`src/rtl/game_state_ctrl.sv`:
```
// game_state_ctrl: lives, multi-wave level progression and sticky win/lose states.
// Emits a one-cycle level-start pulse for the invader block to reload its formation.
module game_state_ctrl #(
  parameter int N_INVADERS     = 20,
  parameter int LINE_W         = 4,
  parameter int GAME_OVER_LINE = 13,
  parameter int LIVES          = 3,
  parameter int LIVES_W        = 2,
  parameter int N_LEVELS       = 4,
  parameter int LEVEL_W        = 2,
  parameter int CLEAR_HOLD     = 50,
  parameter int HOLD_W         = 6
) (
  input  logic                  i_clk_25MHz,
  input  logic                  i_reset,
  input  logic [N_INVADERS-1:0] i_invaders_array,
  input  logic [LINE_W-1:0]     i_invaders_line,
  input  logic                  i_player_hit,
  input  logic                  i_frame_tick,
  input  logic                  i_start,
  output logic [1:0]            o_gameplay,
  output logic [LIVES_W-1:0]    o_lives,
  output logic [LEVEL_W-1:0]    o_level,
  output logic                  o_level_start,
  output logic                  o_life_lost
);
  typedef enum logic [1:0] {
    PLAYING     = 2'b00,
    YOU_WIN     = 2'b01,
    GAME_OVER   = 2'b10,
    LEVEL_CLEAR = 2'b11
  } state_t;
  state_t               state_q, state_d;
  logic [LIVES_W-1:0]   lives_q, lives_d;
  logic [LEVEL_W-1:0]   level_q, level_d;
  logic [HOLD_W-1:0]    hold_q, hold_d;
  logic                 start_q, start_d;
  logic                 lost_q, lost_d;
  logic                 last_level;
  assign last_level = level_q == LEVEL_W'(N_LEVELS - 1);
  always_comb begin
    state_d = state_q;
    lives_d = lives_q;
    level_d = level_q;
    hold_d  = hold_q;
    start_d = 1'b0;
    lost_d  = 1'b0;
    case (state_q)
      PLAYING:
        // the cycle carrying the reload pulse still sees the old formation, so ignore it
        if (!start_q) begin
          if (i_invaders_line == LINE_W'(GAME_OVER_LINE)) state_d = GAME_OVER;
          else if (i_player_hit && lives_q <= LIVES_W'(1)) begin
            lives_d = '0;
            state_d = GAME_OVER;
          end else if (i_player_hit) begin
            lives_d = lives_q - 1'b1;
            lost_d  = 1'b1;
          end else if (i_invaders_array == '0) begin
            state_d = last_level ? YOU_WIN : LEVEL_CLEAR;
            hold_d  = HOLD_W'(CLEAR_HOLD);
          end
        end
      LEVEL_CLEAR:
        if (hold_q == '0) begin
          level_d = level_q + 1'b1;
          start_d = 1'b1;
          state_d = PLAYING;
        end else if (i_frame_tick) hold_d = hold_q - 1'b1;
      default:
        if (i_start) begin
          lives_d = LIVES_W'(LIVES);
          level_d = '0;
          start_d = 1'b1;
          state_d = PLAYING;
        end
    endcase
  end
  always_ff @(posedge i_clk_25MHz or negedge i_reset) begin
    if (!i_reset) begin
      state_q <= PLAYING;
      lives_q <= LIVES_W'(LIVES);
      level_q <= '0;
      hold_q  <= '0;
      start_q <= 1'b0;
      lost_q  <= 1'b0;
    end else begin
      state_q <= state_d;
      lives_q <= lives_d;
      level_q <= level_d;
      hold_q  <= hold_d;
      start_q <= start_d;
      lost_q  <= lost_d;
    end
  end
  assign o_gameplay    = state_q;
  assign o_lives       = lives_q;
  assign o_level       = level_q;
  assign o_level_start = start_q;
  assign o_life_lost   = lost_q;
endmodule

```
`config.mk`:
```
export PLATFORM = sky130hd
export DESIGN_NAME = game_state_ctrl
export DESIGN_NICKNAME = d
export VERILOG_FILES = /design/src/rtl/game_state_ctrl.sv
export SDC_FILE = /design/constraint.sdc
export NUM_CORES = 1
export LEC_CHECK = 0
export CAP_MARGIN = 15
export CORE_MARGIN = 10
export CORE_UTILIZATION = 35
export DETAILED_ROUTE_END_ITERATION = 10
export PLACE_DENSITY = 0.75
export SETUP_SLACK_MARGIN = 0.2
export SKIP_CTS_REPAIR_TIMING = 1
export SYNTH_ARGS = -nofsm -noshare
export SYNTH_HDL_FRONTEND = slang
export SYNTH_SLANG_ARGS = --single-unit
```
`constraint.sdc`:
```
create_clock -name i_clk_25MHz -period 1.7 [get_ports i_clk_25MHz]
set_input_delay 0.255 -clock i_clk_25MHz [delete_from_list [all_inputs] [get_ports i_clk_25MHz]]
set_output_delay 0.255 -clock i_clk_25MHz [all_outputs]
set_load 0.02 [all_outputs]
```
==> run metrics <==
synth top area cells=dfrtp_1 30%, ha_1 7.6%, dfstp_2 5.3%; CTS tree=built; type of the worst setup path=reg2reg; synthesized area per cell=approximately 8.8 um^2; area delta synth->final=105%; simple-gate area share of the yosys netlist=a little under 30%; clk slew on worst S/H paths=0.10 ns; largest net degree at the start of global routing=15; final setup margin=between 0.03 and 0.04 ns; Post-Synth Adder-Cell Area=under 10%; fmax=around 600 MHz; Netlist cell types=slightly above 40; max incr delay on CP=~0.47 ns; critical path capture point type=flip-flop; all-layer global routing usage=about an eighth; number of synthesized flops with an enable pin=0; Die Height=between 70 and 80 um; Synth Area in Compound Gates=between 20% and 30%; final wirelength=~4.4 mm; DP HPWL=2.58 mm; vias in the first global route=between 1000 and 1500; H-tree lvl count=1; Post-Place Setup Slack=-0.258 ns; 1st-iter DRT viols=around 110; Reg2Reg Depth=5; ys flop type=dfrtp_1; leading area contributor after synthesis=dfrtp_1; NumNets Final=216; FF+latch count, synth=14; Mapped Area=between 900 and 1000 um^2; Final Hold Viols=0; largest family of logic cells by synthesized area=simple AND/OR/NAND/NOR gates; initial antenna violation count=0; Synth Instances=112; max-slew violation count=0; Starting Density=between 30% and 40%; Critical R2R Capture=hold_q[2]; ys async rst share=100%; gpl congestion=slightly below 0.9; MaxCap Viol Count=0; crit-path max FO=7; Root Driver=clkbuf_4; CP Depth=5; CP bufs+invs=1; WP data arrival=about 1.9 ns; skew final=between 0.01 and 0.015 ns; post-synthesis net count=~150; share of layout cells above drive strength 1=49.4%; multiplexer share of the synthesized area=approximately 2.3%; crit path launch type=flip-flop; DRT antenna net count=0; Final Critical Period=~1.7 ns; RSZ-0062 raised after global routing=true; xor and xnor area share after synthesis=0%; DRC viols=0; port bufs=36; Hold Path Class=in2async; die footprint=about 5400 um^2; Yosys warning total=0; Post-synth top cells=12 x dfrtp_1, 11 x nand2_1, 10 x a21oi_1; global-route wire length before repair=between 5 and 6 mm; Worst slew margin=73.1%; num rows=19; Overall Power=between 2000 and 2500 uW; # IOs=37; Core Region=between 2000 and 3000 um^2; Top Family by Delay on Critical Path=compound AO/OA/AOI/OAI gates; via count=1218; diode count=0; top cell type's share of synthesized area=30.3%; leakage power=between 0.001 and 0.0015 uW; Vias/cell=5.77; Worst EP required=approximately 1.9 ns; Worst-Skew Late Latency=between 0.2 and 0.3 ns; status=finished, final reports clean; Reg2Reg Setup Slack=~0.031 ns; Max clock buf depth=2; maximum vdd drop=approximately 0.98 mV; grt ovf=0; worst path cell trace=ha_4 -> inv_1 -> a21o_1 -> nand2_2 -> a211o_1; post-synthesis sequential area ratio=35.6%; TritonRoute pass-1 iters=4; power per cell area=1000 nW/um^2; clock sinks=14; final setup vio count=0; slowest stage cell, crit path=dfrtp_2; Die X=roughly 73 um; cell with the most instances after synthesis=dfrtp_1; Avg WL per Cell=a little over 20 um; CTS buffer count=3; period utilisation layout=slightly below 100%; R2R Path Start=o_gameplay[1]; Worst-Margin Slew=0.400 ns
cells in the final DEF, fill, tap and decap left out, types with 3 or more instances in the layout:
| master | Yosys | routed |
|---|---|---|
| a21oi_2 | 0 | 4 |
| a21oi_4 | 0 | 4 |
| a22oi_1 | 3 | 3 |
| buf_4 | 0 | 21 |
| buf_6 | 0 | 8 |
| clkbuf_4 | 0 | 3 |
| clkdlybuf4s50_1 | 0 | 11 |
| dfrtp_1 | 12 | 8 |
| dfrtp_2 | 0 | 4 |
| dlymetal6s2s_1 | 0 | 25 |
| ha_4 | 0 | 4 |
| inv_2 | 0 | 5 |
| nand2_1 | 11 | 10 |
| nor2_1 | 8 | 6 |
| nor3_1 | 7 | 4 |
| nor4_2 | 1 | 4 |
| o21ai_0 | 5 | 3 |
metrics by stage:
step / area (um^2) / hold WS, ns / util, % / setup TNS (ns) / std cells
final: 2030 / 0.226 / 74.3 / 0 / 211
after global routing: 2030 / 0.261 / 74.3 / -0.00994 / 211
after CTS: 1560 / 0.250 / 57.0 / -0.132 / 192
after detailed placement: 1520 / 0.520 / 55.7 / -1.71 / 188
after global placement: 1520 / 0.513 / 55.7 / -1.18 / 188
after floorplan: 1060 / -0.0406 / - / 0 / 112
area by class of cell:
class	count	area, um^2
repair buffers	66	691
fillers	168	703
inverters	7	26.3
flip-flops and latches	14	358
well taps	31	38.8
clock buffers	4	36.3
multi-input cells	89	881
worst max-delay path by stage:
stage,start,endpoint,slack [ns]
after floorplan,o_gameplay[1],hold_q[4],0.18
after global placement,i_player_hit,hold_q[2],-0.19
after detailed placement,i_invaders_array[5],hold_q[2],-0.26
after CTS,o_lives[0],o_lives[0],-0.08
after global routing,hold_q[1],hold_q[2],-0.01
final,o_gameplay[1],hold_q[2],0.03
registers in the layout, indices dropped and copies added, names as in the netlist:
register and count:
o_life_lost 1, o_level_start 1, o_level 2, o_gameplay 2, hold_q 6, o_lives 2
report_power, final:
group	switching [uW]	internal, uW	total, uW
clock network	125	131	256
logic	593	687	1280
registers	86.8	408	495
kinds of logic after synthesis:
kind of cell,after synthesis
compound gates,33
mux,2
buf+inv,9
fa+ha+maj,6
flops,14
simple gates,48
layer usage:
metal	track usage, %	vias to the layer above	wire length, um
met4	1.05	0	71
li1	-	562	-
met2	21.7	46	2450
met3	3.95	10	215
met5	0	-	0
met1	12.7	600	1620
No activity file was read; power rests on OpenSTA's default activity.
